==> src/rtl/mem_access.sv <==
// rtl/mem_access.sv - memory-access pipeline stage with a blocking data-port handshake

package mem_access_pkg;
  typedef struct packed {
    logic mem_read;
    logic mem_write;
    logic reg_write;
  } ctrl_t;

  typedef struct packed {
    logic [31:0] pc;
    ctrl_t       ctrl;
    logic [2:0]  funct3;
    logic [4:0]  rd;
    logic [31:0] alu;
    logic [31:0] rs2;
  } stage_regs;

  localparam logic [2:0] F3_B  = 3'b000;
  localparam logic [2:0] F3_H  = 3'b001;
  localparam logic [2:0] F3_W  = 3'b010;
  localparam logic [2:0] F3_BU = 3'b100;
  localparam logic [2:0] F3_HU = 3'b101;
endpackage

module mem_access
  import mem_access_pkg::*;
(
  input  logic        clk,
  input  logic        rst,
  input  stage_regs   stage_in,
  input  logic        valid_in,
  input  logic        flush_in,
  output logic        stall_out,
  output stage_regs   stage_out,
  output logic        valid_out,
  output logic [31:0] mdr_out,
  output logic        misalign_out,
  output logic        dmem_read,
  output logic        dmem_write,
  output logic [31:0] dmem_address,
  output logic [31:0] dmem_wdata,
  output logic [3:0]  dmem_byte_enable,
  input  logic        dmem_resp,
  input  logic [31:0] dmem_rdata,
  output logic [31:0] stall_count
);

  typedef enum logic {S_IDLE, S_WAIT} state_t;

  state_t      r_state, w_next;
  stage_regs   r_stage;
  logic        r_valid, r_misalign, r_flush_pend;
  logic [31:0] r_mdr, r_stall_count;
  logic        r_req_rd, r_req_wr;
  logic [31:0] r_req_addr, r_req_wdata;
  logic [3:0]  r_req_be;

  logic [1:0]  w_off;
  logic        w_is_mem, w_misaligned, w_mem_op, w_advance;
  logic [3:0]  w_be;
  logic [31:0] w_wdata;
  logic        w_rd, w_wr, w_stall;
  logic [31:0] w_addr, w_wd;
  logic [3:0]  w_bemask;

  // Byte-lane mask, shifted store data and alignment check from funct3 and address offset
  always_comb begin
    w_off        = stage_in.alu[1:0];
    w_is_mem     = stage_in.ctrl.mem_read | stage_in.ctrl.mem_write;
    w_misaligned = 1'b0;
    w_be         = 4'b0000;
    case (stage_in.funct3)
      F3_B, F3_BU: w_be = 4'b0001 << w_off;
      F3_H, F3_HU: begin
        w_be         = 4'b0011 << w_off;
        w_misaligned = w_off[0];
      end
      F3_W: begin
        w_be         = 4'b1111;
        w_misaligned = (w_off != 2'b00);
      end
      default: ;
    endcase
    if (!w_is_mem)                w_misaligned = 1'b0;
    if (!stage_in.ctrl.mem_write) w_be = 4'b0000;
    w_wdata  = stage_in.rs2 << {w_off, 3'b000};
    w_mem_op = valid_in & w_is_mem & ~w_misaligned;
  end

  // FSM state register
  always_ff @(posedge clk or posedge rst) begin
    if (rst) r_state <= S_IDLE;
    else     r_state <= w_next;
  end

  // FSM next state: park in WAIT while a request is outstanding
  always_comb begin
    w_next = r_state;
    case (r_state)
      S_IDLE: if (w_mem_op && !dmem_resp) w_next = S_WAIT;
      S_WAIT: if (dmem_resp)              w_next = S_IDLE;
      default: w_next = S_IDLE;
    endcase
  end

  // FSM outputs: live request in IDLE, frozen copy in WAIT, silent under reset
  always_comb begin
    w_rd     = 1'b0;
    w_wr     = 1'b0;
    w_addr   = 32'h0;
    w_wd     = 32'h0;
    w_bemask = 4'b0000;
    w_stall  = 1'b0;
    if (!rst) begin
      case (r_state)
        S_IDLE: begin
          w_rd     = w_mem_op & stage_in.ctrl.mem_read;
          w_wr     = w_mem_op & stage_in.ctrl.mem_write;
          w_addr   = {stage_in.alu[31:2], 2'b00};
          w_wd     = w_wdata;
          w_bemask = w_mem_op ? w_be : 4'b0000;
          w_stall  = w_mem_op & ~dmem_resp;
        end
        S_WAIT: begin
          w_rd     = r_req_rd;
          w_wr     = r_req_wr;
          w_addr   = r_req_addr;
          w_wd     = r_req_wdata;
          w_bemask = r_req_be;
          w_stall  = ~dmem_resp;
        end
        default: ;
      endcase
    end
  end

  assign w_advance = ~w_stall;

  // Snapshot the request issued from IDLE so WAIT replays it unchanged
  always_ff @(posedge clk or posedge rst) begin
    if (rst) begin
      r_req_rd    <= 1'b0;
      r_req_wr    <= 1'b0;
      r_req_addr  <= 32'h0;
      r_req_wdata <= 32'h0;
      r_req_be    <= 4'b0000;
    end else if (r_state == S_IDLE && w_mem_op) begin
      r_req_rd    <= stage_in.ctrl.mem_read;
      r_req_wr    <= stage_in.ctrl.mem_write;
      r_req_addr  <= {stage_in.alu[31:2], 2'b00};
      r_req_wdata <= w_wdata;
      r_req_be    <= w_be;
    end
  end

  // Pipeline register toward writeback, loaded whenever the stage is not stalled
  always_ff @(posedge clk or posedge rst) begin
    if (rst) begin
      r_stage    <= '0;
      r_valid    <= 1'b0;
      r_misalign <= 1'b0;
      r_mdr      <= 32'h0;
    end else if (w_advance) begin
      r_stage    <= stage_in;
      r_valid    <= valid_in & ~flush_in & ~r_flush_pend;
      r_misalign <= w_misaligned & valid_in;
      if (valid_in && stage_in.ctrl.mem_read && !w_misaligned) r_mdr <= dmem_rdata;
    end
  end

  // Remember a flush that lands while stalled; the transaction still completes
  always_ff @(posedge clk or posedge rst) begin
    if (rst)            r_flush_pend <= 1'b0;
    else if (w_advance) r_flush_pend <= 1'b0;
    else if (flush_in)  r_flush_pend <= 1'b1;
  end

  // Saturating count of stalled cycles
  always_ff @(posedge clk or posedge rst) begin
    if (rst)                                 r_stall_count <= 32'h0;
    else if (w_stall && r_stall_count != '1) r_stall_count <= r_stall_count + 32'd1;
  end

  assign stall_out        = w_stall;
  assign stage_out        = r_stage;
  assign valid_out        = r_valid;
  assign mdr_out          = r_mdr;
  assign misalign_out     = r_misalign;
  assign dmem_read        = w_rd;
  assign dmem_write       = w_wr;
  assign dmem_address     = w_addr;
  assign dmem_wdata       = w_wd;
  assign dmem_byte_enable = w_bemask;
  assign stall_count      = r_stall_count;

endmodule

==> config.mk <==
export PLATFORM = sky130hd
export DESIGN_NAME = mem_access
export DESIGN_NICKNAME = d
export VERILOG_FILES = /design/src/rtl/mem_access.sv
export SDC_FILE = /design/constraint.sdc
export NUM_CORES = 1
export LEC_CHECK = 0
export BUFFER_PORTS_ARGS = -buffer_cell sky130_fd_sc_hd__buf_2
export CORE_MARGIN = 8
export CORE_UTILIZATION = 52
export CTS_BUF_LIST = sky130_fd_sc_hd__clkbuf_2 sky130_fd_sc_hd__clkbuf_4 sky130_fd_sc_hd__clkbuf_8
export CTS_CLUSTER_SIZE = 24
export DETAILED_ROUTE_END_ITERATION = 7
export GPL_ROUTABILITY_DRIVEN = 0
export PLACE_DENSITY = 0.83
export RECOVER_POWER = 100
export SLEW_MARGIN = 30
export SYNTH_ARGS = -nofsm -noshare
export SYNTH_HDL_FRONTEND = slang
export SYNTH_SLANG_ARGS = --single-unit
==> constraint.sdc <==
create_clock -name clk -period 10.7 [get_ports clk]
set_input_delay 2.14 -clock clk [delete_from_list [all_inputs] [get_ports clk]]
set_output_delay 2.14 -clock clk [all_outputs]
set_load 0.02 [all_outputs]
# Word-level counts from Yosys, hierarchy flattened
# Cells that the tools add are included.
dict set report classes {
  muxes 22
  addsub 1
  n_eq_ne 6
  n_bitwise 15
  reduce_logical 12
  shifts 3
}
# cell n
set op_table {}
lappend op_table {{$pmux W32 S2} 2}
lappend op_table {{$mux W32} 2}
lappend op_table {{$add A32 B1 Y32 const B} 1}
lappend op_table {{$ne A32 B32 Y1 const B} 1}
lappend op_table {{$shl A32 B5 Y32} 1}
lappend op_table {{$mux W4} 3}
lappend op_table {{$pmux W4 S3} 1}
lappend op_table {{$pmux W1 S2} 5}
lappend op_table {{$and A1 B1 Y1} 8}
lappend op_table {{$mux W1} 8}
lappend op_table {{$pmux W4 S2} 1}
lappend op_table {{$eq A3 B3 Y1 const B} 2}
lappend op_table {{$not A1 Y1} 6}
lappend op_table {{$logic_and A1 B1 Y1} 5}
lappend op_table {{$reduce_or A2 Y1} 2}
lappend op_table {{$shl A1 B2 Y4 const A} 1}
lappend op_table {{$shl A2 B2 Y4 const A} 1}
lappend op_table {{$eq A3 B1 Y1 const B} 1}
lappend op_table {{$eq A3 B2 Y1 const B} 1}
lappend op_table {{$logic_not A3 Y1} 1}
lappend op_table {{$logic_not A1 Y1} 2}
lappend op_table {{$ne A2 B2 Y1 const B} 1}
lappend op_table {{$reduce_and A2 Y1} 1}
lappend op_table {{$reduce_bool A2 Y1} 1}
lappend op_table {{$or A1 B1 Y1} 1}
dict set report totals {
  ff_bits 243
  in_bits 144
  wordCells 78
}

# Logic depth before layout (Yosys ltp)
# Gate-level depths: netlist of the first run.
dict set report depth {
  word_depth 11
  depth_mapped 8
}

# Worst setup path before layout of the first run
# OpenSTA, ideal clock, no wires.
dict set report synth_timing {
  path_type {input to register}
  startpoint {in rst}
  endpoint {reg r_stall_count[30], in the netlist stall_count[30]}
  arrival_time_ps 9653
  required_time_ps 10575
  setup_time_ps 125
  setup_slack_ps 922
  n_path_buf 1
  path_stages 5
  cell_sequence {clkbuf_1 > inv_1 > o2111ai_1 > nor3_1 > mux2_2}
}
dict set report synth_between {
  elab_chain_cells 2
}
# item line
set synth_lines {}
lappend synth_lines {{from (decl)} 30} ;# input logic rst,
lappend synth_lines {{$mux W1} 115} ;# if (!rst) begin
lappend synth_lines {{$logic_and A1 B1 Y1} 182} ;# else if (w_stall && r_stall_count != '1) r_stall_count <= r_stall_count + 32'd1;
lappend synth_lines {{to (signal assigned)} 182}
lappend synth_lines {{to (decl)} 54} ;# logic [31:0] r_mdr, r_stall_count;
# No other way between the ends.
# A chain may end at the register's enable or synchronous reset.

# Worst setup path in the final report of the first run
dict set report layout_timing {
  startpoint {in stage_in[33] (netlist name)}
  endpoint {out dmem_byte_enable[3]}
}
dict set report layout_between {
  elab_chain_cells 8
  word_cells_on_any_way 12
  classes_between {shift: 2; mux: 7; bitwise: 2; reduce/logical: 1}
}
# item line
set layout_lines {}
lappend layout_lines {{from (decl)} 31} ;# input stage_regs stage_in,
lappend layout_lines {{$reduce_bool A2 Y1} 81} ;# w_misaligned = (w_off != 2'b00);
lappend layout_lines {{$pmux W1 S2} 73} ;# case (stage_in.funct3)
lappend layout_lines {{$mux W1} 85} ;# if (!w_is_mem) w_misaligned = 1'b0;
lappend layout_lines {{$not A1 Y1} 88} ;# w_mem_op = valid_in & w_is_mem & ~w_misaligned;
lappend layout_lines {{$and A1 B1 Y1} 88}
lappend layout_lines {{$mux W4 (*)} 122} ;# w_bemask = w_mem_op ? w_be : 4'b0000;
lappend layout_lines {{$pmux W4 S2 (*)} 116} ;# case (r_state)
lappend layout_lines {{$mux W4 (*)} 115}
lappend layout_lines {{to (decl)} 43} ;# output logic [3:0] dmem_byte_enable,
# Every way passes the cells marked *; elsewhere a longest branch is shown, timed or not.

==> run summary, run 1 <==
- Synth Area per Inst: 9.19 µm²
- number of cells produced by synthesis: 1206
- Remaining DRCs: 0
- highest-count cells in the layout ignoring fill and taps: 482 x nand2_1, 243 x clkbuf_1, 242 x dfrtp_1
- placed insts: 1806
- part of the power in combinational logic: 0.199
- final standard cell count with taps included and fillers excluded: 1877
- largest buffer count on any clock path: 3
- area enclosed by the die boundary: 26200 µm²
- Final Hold Viols: 0
- Avg WL per Cell: 18.7 µm
- part of the cycle the worst path needs: 0.747
- standby leakage power: 6.78 nW
- beginning of the critical path: stage_in[33]
- Die X-Extent: 162 µm
- Worst Skew: 0.0176 ns
- Post-synth top flop: dfrtp_1
- length in cells of the worst reg-to-reg path: 6
- number of clock sinks seen by CTS: 243
- P per Cell Area: 182 nW/µm²
- xor and xnor fraction of the mapped netlist area: 0.0213
- clock input transition at the sequential cells of the worst setup and hold paths: 0.06 ns
- Fmax: 125 MHz
- count of pins on the block boundary: 388
- wire length after detailed routing: 35000 µm
- wire length of the first global-routing pass: 53700 µm
- H-tree levels: 2
- sum of met3 wire segment lengths after detailed routing: 3320 µm
- minimum setup slack among reg-to-reg paths: 5.76 ns
- hold buffers post-CTS: 0
- nets@finish: 1719
- worst reg2reg startpoint: r_state
- Reg-to-Reg End: stall_count[1]
- Final TNS setup: 0 ns
- kind of start point of the critical path: input pin
- initial drt markers: 797
- WL met1: 13000 µm
- initial antenna violation count: 2
- master cell of the clock root buffer: clkbuf_8
- status: finished, violations left
- area of all sequential standard cells: 6080 µm²
- yosys warns: 0
- Die Y: 162 µm
- area taken by multi-input logic gates: 4600 µm²
- VDD IR-drop max: 0.110 mV
- sum of overflow across all layers after global routing: 0
- Worst Tran Pin Value: 4.03 ns
- count of buffers added by post-CTS timing repair for setup: 0
- via count: 10100
- maximum number of pins on one net before global-route repair: 109
- fill cell count: 1797
- net switching power of the design: 0.768 mW
- clock group share of total power: 0.352
- clock buffer count from CTS: 40
- number of different library cells in the post-synthesis netlist: 47
- Placeable Area: 21000 µm²
- HPWL reported at the end of detailed placement: 24700 µm
- Min-Delay Path Class: reg -> reg
- wire length on met2: 17500 µm
- fraction of power spent switching nets: 0.309
- maximum capacitance violations: 8
- total of cells resized after clock tree synthesis: 0
- internal power of the cells: 1.71 mW
- Post-synth EDFFs: 0
- multiplexer area fraction after synthesis: 0.107
- Required @ worst endpoint: 8.56 ns
- number of detailed-route iterations in the first pass: 6
- remaining max-slew budget at the tightest pin: -1.69
- vias in the first global route: 9946
- startpoint of the most critical hold path: stage_out[62]
- sequential cell area fraction in the yosys report: 0.549
- Final Slew Violations: 463
- type of destination of the critical path: primary output
- simple-gate area share of the yosys netlist: 0.246
- setup repair after global routing missed its margin: no
- DRT antenna net count: 0
- failing checks: capacitance limit, slew limit
- Crit Path Class: in -> out
- share of final-layout standard cells stronger than drive strength 1: 0.170
- clock latency of the later-clocked register in the worst-skew pair: 0.52 ns
- final setup violation count: 0
- sequential power share: 0.449
- site row count: 53
- number of register bits inferred by synthesis: 243
- initial core utilization: 0.529
- clock tree from TritonCTS: done
- dominant combinational cell family by area after synthesis: simple AND/OR/NAND/NOR gates
- # port buffers: 385
- proportion of register bits with asynchronous set or reset after synthesis: 1.00
- critical path peak fanout: 40
- capturing instance or port of the critical path: dmem_byte_enable[3]
- top metal layer carrying routed signals: met4
- Synth Area in Compound Gates: 0.0415
- Area growth, synth to finish: 23.2%
- area of the mapped netlist: 11100 µm²
- commonest non-fill, non-tap cell in the layout: nand2_1
- arithmetic-cell share of the synthesized area counting full adders, half adders and majority gates: 0.00113
- worst hold margin: 0.462 ns
- vias per cell: 5.36
- Worst Path Arrival: 5.85 ns
- GR Util All Layers: 0.254
- min cycle time layout: 7.99 ns
==> synth_stat cells, types with 2 or more instances <==
library cell  number  area, µm²
nor3b_1            3       22.5
nor3_1            30        150
o21ai_0           10       50.1
o2111ai_1          3       26.3
nor2b_1            2       12.5
buf_6              3       33.8
o21a_1             2       15.0
a22o_1             7       61.3
buf_1              8       30.0
nand4_1           12       75.1
nand2_1          483       1810
buf_4              3       22.5
a21oi_1           28        140
and4_1             3       26.3
mux2_1             3       33.8
nand3_1           29        145
nor4_1             2       12.5
or2_2              2       12.5
o21ai_1            4       20.0
clkinv_1           2       7.51
nor2_1            93        349
o31ai_1            9       67.6
mux2_2            46        518
inv_1              9       33.8
buf_2             24        120
clkbuf_1          34        128
and2_1             2       12.5
nor4_2             2       25.0
mux2i_1           63        631
xnor2_1           11       96.3
dfrtp_1          243       6080
xor2_1            16        140
==> worst min path at each step <==
stage,end,slack [ns],cells after the start
floorplan,r_req_addr[10],0.45,2
global placement,stage_out[101],0.44,2
detailed placement,stage_out[6],0.45,2
CTS,stage_out[62],0.46,2
global route,stage_out[53],0.48,2
finish,stage_out[62],0.46,2
==> power groups by stage <==
stage               logic (mW)  registers [mW]  clock network (mW)
floorplan                0.242            1.20                   0
global placement         0.504            1.12                   0
detailed placement       0.516            1.13                   0
CTS                      0.518            1.11               0.892
global route             0.540            1.13               0.936
finish                   0.494            1.11               0.874
==> routing by layer <==
| layer | track usage | vias to the layer above |
|---|---|---|
| met5 | 0 | - |
| met4 | 0.117 | 0 |
| met3 | 0.0676 | 83 |
| met2 | 0.428 | 505 |
| met1 | 0.298 | 4831 |
| li1 | - | 4643 |
==> stage by stage <==
step	setup slack (ns)	util	total power, mW	instance area, µm²
CTS	4.03	0.668	2.52	14000
finish	2.71	0.652	2.48	13700
global placement	4.12	0.626	1.62	13100
floorplan	0.922	-	1.44	11100
detailed placement	4.05	0.626	1.64	13100
global route	2.22	0.652	2.60	13700
==> area by class of cell <==
class	instances	share of cell area
sequential	243	0.446
clock buffer	64	0.0585
tap	275	0.0252
antenna	2	0.000367
timing repair buffer	397	0.125
clock inverter	4	0.00513
inverter	11	0.00376
multi-input combinational	881	0.337
==> cells by family (layout without fill, tap and decap cells) <==
kind of cell	Yosys count	in the layout
and+or+nand+nor	671	671
DFF	243	243
muxes	112	112
buffers and inverters	83	476
AOI/OAI and AO/OA	68	68
xor gates and xnor gates	27	27
adders and majority gates	1	1
other	1	4
==> critical path, cell delays in order <==
cell	delay, ns
clkbuf_1	0.73
or2_2	0.63
a2111oi_0	0.52
clkbuf_1	0.84
and2_0	0.36
o21ai_1	0.14
a21oi_1	0.14
clkbuf_1	0.32
==> registers in the layout, summed over array words and instances (netlist names) <==
name,count
r_flush_pend,1
r_req_rd,1
r_req_wr,1
r_req_be,4
stage_out,107
stall_count,32
r_state,1
r_req_addr,30
mdr_out,32
r_req_wdata,32
valid_out,1
misalign_out,1
Power figures use the tool's default switching activity.
==> run 2: changes to the inputs <==
--- a/config.mk
+++ b/config.mk
@@ -7,12 +7,12 @@
 export LEC_CHECK = 0
 export BUFFER_PORTS_ARGS = -buffer_cell sky130_fd_sc_hd__buf_2
 export CORE_MARGIN = 8
-export CORE_UTILIZATION = 52
+export CORE_UTILIZATION = 47
 export CTS_BUF_LIST = sky130_fd_sc_hd__clkbuf_2 sky130_fd_sc_hd__clkbuf_4 sky130_fd_sc_hd__clkbuf_8
 export CTS_CLUSTER_SIZE = 24
 export DETAILED_ROUTE_END_ITERATION = 7
 export GPL_ROUTABILITY_DRIVEN = 0
-export PLACE_DENSITY = 0.83
+export PLACE_DENSITY = 0.79
 export RECOVER_POWER = 100
 export SLEW_MARGIN = 30
 export SYNTH_ARGS = -nofsm -noshare
==> constraint.sdc (replaced) <==
create_clock -name clk -period 7.3 [get_ports clk]
set_input_delay 1.46 -clock clk [delete_from_list [all_inputs] [get_ports clk]]
set_output_delay 1.46 -clock clk [all_outputs]
set_load 0.02 [all_outputs]
==> run 2 against run 1 <==
Effect of this change:
- clock skew about the same
- utilization decreased by 6.3 points
- critical endpoint is now dmem_read
- critical path depth decreased by 1
- sequential share of layout area decreased by 0.27 points
- the flow still finishes with violations (capacitance limit, slew limit)
- setup slack got worse by 1.5 ns
- clock power increased by 45%
- first-iteration DRC count decreased by 16%
==> run summary, run 2 (synthesis results as in run 1) <==
- status: finished, violations left
- failing checks: capacitance limit, slew limit
- number of detailed-route iterations in the first pass: 5
- length in cells of the worst reg-to-reg path: 4
- Die Y: 170 µm
- setup repair after global routing missed its margin: no
- beginning of the critical path: stage_in[33]
- Worst Skew: 0.0179 ns
- clock input transition at the sequential cells of the worst setup and hold paths: 0.05 ns
- remaining max-slew budget at the tightest pin: -0.336
- worst reg2reg startpoint: r_state
- standby leakage power: 6.82 nW
- clock latency of the later-clocked register in the worst-skew pair: 0.54 ns
- sum of met3 wire segment lengths after detailed routing: 3270 µm
- area enclosed by the die boundary: 28800 µm²
- Final Hold Viols: 0
- vias in the first global route: 10200
- Fmax: 163 MHz
- site row count: 56
- Required @ worst endpoint: 5.84 ns
- nets@finish: 1719
- type of destination of the critical path: primary output
- WL met1: 13700 µm
- via count: 9980
- Crit Path Class: in -> out
- part of the cycle the worst path needs: 0.841
- capturing instance or port of the critical path: dmem_read
- kind of start point of the critical path: input pin
- top metal layer carrying routed signals: met4
- commonest non-fill, non-tap cell in the layout: nand2_1
- maximum number of pins on one net before global-route repair: 88
- final setup violation count: 0
- clock tree from TritonCTS: done
- vias per cell: 5.19
- initial antenna violation count: 3
- H-tree levels: 2
- DRT antenna net count: 0
- highest-count cells in the layout ignoring fill and taps: 483 x nand2_1, 242 x dfrtp_1, 235 x clkbuf_1
- worst hold margin: 0.464 ns
- VDD IR-drop max: 0.150 mV
- Final TNS setup: 0 ns
- Largest register FFs: 107
- initial core utilization: 0.475
- # port buffers: 385
- master cell of the clock root buffer: clkbuf_8
- Reg-to-Reg End: r_req_wdata[30]
- Placeable Area: 23300 µm²
- HPWL reported at the end of detailed placement: 25200 µm
- min cycle time layout: 6.14 ns
- critical path peak fanout: 53
- largest buffer count on any clock path: 3
- GR Util All Layers: 0.240
- wire length after detailed routing: 35400 µm
- Die X-Extent: 170 µm
- Worst Tran Pin Value: 2.00 ns
- hold buffers post-CTS: 0
- initial drt markers: 668
- Worst Path Arrival: 4.68 ns
- P per Cell Area: 264 nW/µm²
- Remaining DRCs: 0
- minimum setup slack among reg-to-reg paths: 3.43 ns
- clock buffer count from CTS: 41
- count of pins on the block boundary: 388
- number of clock sinks seen by CTS: 243
- maximum capacitance violations: 6
- Final Slew Violations: 324
- wire length of the first global-routing pass: 55300 µm
- Min-Delay Path Class: reg -> reg
- share of final-layout standard cells stronger than drive strength 1: 0.174
- count of buffers added by post-CTS timing repair for setup: 0
- Area growth, synth to finish: 24.0%
- Avg WL per Cell: 18.4 µm
- total of cells resized after clock tree synthesis: 0
- sum of overflow across all layers after global routing: 0
- wire length on met2: 17100 µm
## run 2: per-stage QoR
step / power, mW / cells / setup slack (ns) / area, µm² / util
finish: 3.63 / 1922 / 1.16 / 13700 / 0.589
global route: 3.82 / 1922 / 0.949 / 13700 / 0.589
CTS: 3.70 / 1917 / 2.04 / 14000 / 0.601
detailed placement: 2.41 / 1848 / 2.04 / 13200 / 0.564
global placement: 2.38 / 1848 / 2.07 / 13200 / 0.564
floorplan: 2.11 / 1207 / 0.275 / 11100 / -
## run 2: worst min path at each step
stage | from | end | slack (ns) | cells after the start
4_1_cts | stage_out[25] | stage_out[25] | 0.46 | 2
2_1_floorplan | r_req_addr[10] | r_req_addr[10] | 0.45 | 2
3_5_place_dp | stage_out[25] | stage_out[25] | 0.45 | 2
6_report | stage_out[25] | stage_out[25] | 0.46 | 2
3_3_place_gp | stage_out[68] | stage_out[68] | 0.44 | 2
5_1_grt | stage_out[25] | stage_out[25] | 0.48 | 2
## run 2: critical path, stage by stage
cell and delay, ns:
clkbuf_1 0.74, or2_2 0.66, a2111oi_0 0.55, buf_4 0.60
nand2_1 0.15, a21oi_1 0.19, clkbuf_1 0.26
## run 2: layout make-up
class	count	area, µm²
Timing Repair Buffer	396	1720
Tap cell	319	399
Sequential cell	243	6080
Clock inverter	5	52.6
Fill cell	2170	9590
Multi-Input combinational cell	881	4610
Antenna cell	3	7.51
Clock buffer	64	812
Inverter	11	45.0
## run 2: where the power goes
part | internal, mW | leakage (nW) | switching [mW]
registers | 1.52 | 2.96 | 0.115
logic | 0.233 | 3.40 | 0.489
clock network | 0.737 | 0.458 | 0.537
## run 2: metal layers
layer | track usage | up-vias
met5 | 0 | -
li1 | - | 4662
met3 | 0.0686 | 95
met2 | 0.399 | 457
met4 | 0.105 | 0
met1 | 0.286 | 4766
==> run 3: changes to the inputs <==
==> constraint.sdc (replaced) <==
create_clock -name clk -period 5.6 [get_ports clk]
set_input_delay 1.12 -clock clk [delete_from_list [all_inputs] [get_ports clk]]
set_output_delay 1.12 -clock clk [all_outputs]
set_load 0.02 [all_outputs]
==> run 3 against run 2 <==
Effect of this change:
- the flow still finishes with violations (capacitance limit, slew limit)
- first-iteration DRC count up 15%
- via count decreased by 1.5%
- sequential share of layout area barely moved
- critical endpoint unchanged
==> run summary, run 3 (synthesis results as in run 1) <==
- status: finished, violations left
- failing checks: capacitance limit, slew limit
- part of the cycle the worst path needs: 0.871
- nets@finish: 1723
- hold buffers post-CTS: 0
- Worst Hold Endpoint: stage_out[101]
- via count: 9832
- count of buffers added by post-CTS timing repair for setup: 0
- critical path's top delay family: buffers and inverters
- total of cells resized after clock tree synthesis: 0
- HPWL reported at the end of detailed placement: 24800 µm
- length in cells of the worst reg-to-reg path: 5
- Worst Tran Pin Value: 2.32 ns
- initial core utilization: 0.475
- Final Slew Violations: 321
- worst reg2reg startpoint: r_state
- # port buffers: 385
- sum of overflow across all layers after global routing: 0
- number of clock sinks seen by CTS: 243
- maximum capacitance violations: 4
- vias per cell: 5.08
- Worst Skew: 0.0147 ns
- master cell of the clock root buffer: clkbuf_8
- Final Hold Viols: 0
- kind of start point of the critical path: input pin
- clock buffer count from CTS: 42
- Avg WL per Cell: 17.9 µm
- Reg-to-Reg End: stall_count[1]
- clock tree from TritonCTS: done
- final setup violation count: 0
- startpoint of the most critical hold path: stage_out[101]
- min cycle time layout: 4.88 ns
- Remaining DRCs: 0
- largest buffer count on any clock path: 3
- Placeable Area: 23300 µm²
- fill cell count: 2178
- GR Util All Layers: 0.232
- clock latency of the later-clocked register in the worst-skew pair: 0.54 ns
- area enclosed by the die boundary: 28800 µm²
- Most common cell on crit path: clkbuf_1
- Die X-Extent: 170 µm
- count of pins on the block boundary: 388
- Die Y: 170 µm
- highest-count cells in the layout ignoring fill and taps: 483 x nand2_1, 242 x clkbuf_1, 242 x dfrtp_1
- Fmax: 205 MHz
- maximum number of pins on one net before global-route repair: 188
- share of final-layout standard cells stronger than drive strength 1: 0.179
- P per Cell Area: 339 nW/µm²
- worst-path cell with the longest stage delay: or2_2
- number of detailed-route iterations in the first pass: 4
- Crit Path Class: in -> out
- vias in the first global route: 9910
- standby leakage power: 6.79 nW
- hold path depth: 2
- type of destination of the critical path: primary output
- setup repair after global routing missed its margin: no
- DRT antenna net count: 0
- initial drt markers: 771
- Max stage delay on crit path: 0.57 ns
- wire length of the first global-routing pass: 53600 µm
- commonest non-fill, non-tap cell in the layout: nand2_1
- total chip power: 4.65 mW
- Area growth, synth to finish: 23.9%
- placed insts: 1851
- clock input transition at the sequential cells of the worst setup and hold paths: 0.06 ns
- final standard cell area without fillers: 13700 µm²
- critical path peak fanout: 53
- wire length after detailed routing: 34600 µm
- site row count: 56
- Worst Path Arrival: 3.76 ns
- Min-Delay Path Class: reg -> reg
- VDD IR-drop max: 0.189 mV
- crit-path cells: clkbuf_1, or2_2, a2111oi_4, buf_4, nand2_1, a21oi_1, clkbuf_1
- final standard cell count with taps included and fillers excluded: 1934
- Required @ worst endpoint: 4.48 ns
- H-tree levels: 2
- total buffers and inverters traversed by the critical path: 3
- post-placement cell area: 13200 µm²
- remaining max-slew budget at the tightest pin: -0.546
- Largest register FFs: 107
- initial antenna violation count: 5
- minimum setup slack among reg-to-reg paths: 2.37 ns
## run 3: cell count changes in the layout (fill, tap and decap cells not counted), moves of 3 or more
cell	delta
mux2_2	+8
diode_2	+3
clkinv_2	+9
clkbuf_8	-5
clkbuf_1	+7
buf_2	-10
mux2_1	-8
buf_4	+4
## run 3: per-layer routing
| layer | global-route usage | routed length (µm) |
|---|---|---|
| met4 | 0.102 | 1240 |
| met5 | 0 | 0 |
| met2 | 0.388 | 16700 |
| met3 | 0.0656 | 2980 |
| met1 | 0.276 | 13600 |
## run 3: worst max path at each step
stage                     depth (start not counted)         start               to  slack, ns
after floorplan                                   5           rst  stall_count[30]      -0.68
after global placement                            7  stage_in[32]        dmem_read       1.20
after detailed placement                          7  stage_in[32]        dmem_read       1.20
after CTS                                         7  stage_in[32]        dmem_read       1.20
after global routing                              6  stage_in[32]   dmem_wdata[22]       0.53
final                                             7  stage_in[32]        dmem_read       0.72
## run 3: report_power, final
part	switching (mW)	total [mW]	leakage (nW)	internal, mW
registers	0.150	2.13	2.96	1.98
clock network	0.721	1.59	0.448	0.864
logic	0.631	0.935	3.39	0.303
total	1.50	4.65	6.79	3.15
## run 3: tightest hold or removal path: cells and delay by family, from the launching register on
kind | cells | cell delay, ns
flip-flops | 1 | 0.34
AND/OR/NAND/NOR | 2 | 0.10
## run 3: stage by stage
stage	hold slack [ns]	setup WS (ns)	TNS, ns	utilization
detailed placement	0.450	1.20	0	0.565
global placement	0.444	1.20	0	0.565
finish	0.463	0.720	0	0.589
global route	0.477	0.534	0	0.589
floorplan	0.445	-0.678	-4.88	-
CTS	0.463	1.20	0	0.601
## run 3: final cells by class
type	instances	area, µm²	area share
inverters	11	45.0	0.00328
well taps	319	399	0.0291
multi-input cells	881	4610	0.336
diodes	6	15.0	0.00109
repair buffers	399	1740	0.127
clock inverters	16	91.3	0.00665
clock buffers	59	743	0.0541
flip-flops and latches	243	6080	0.443
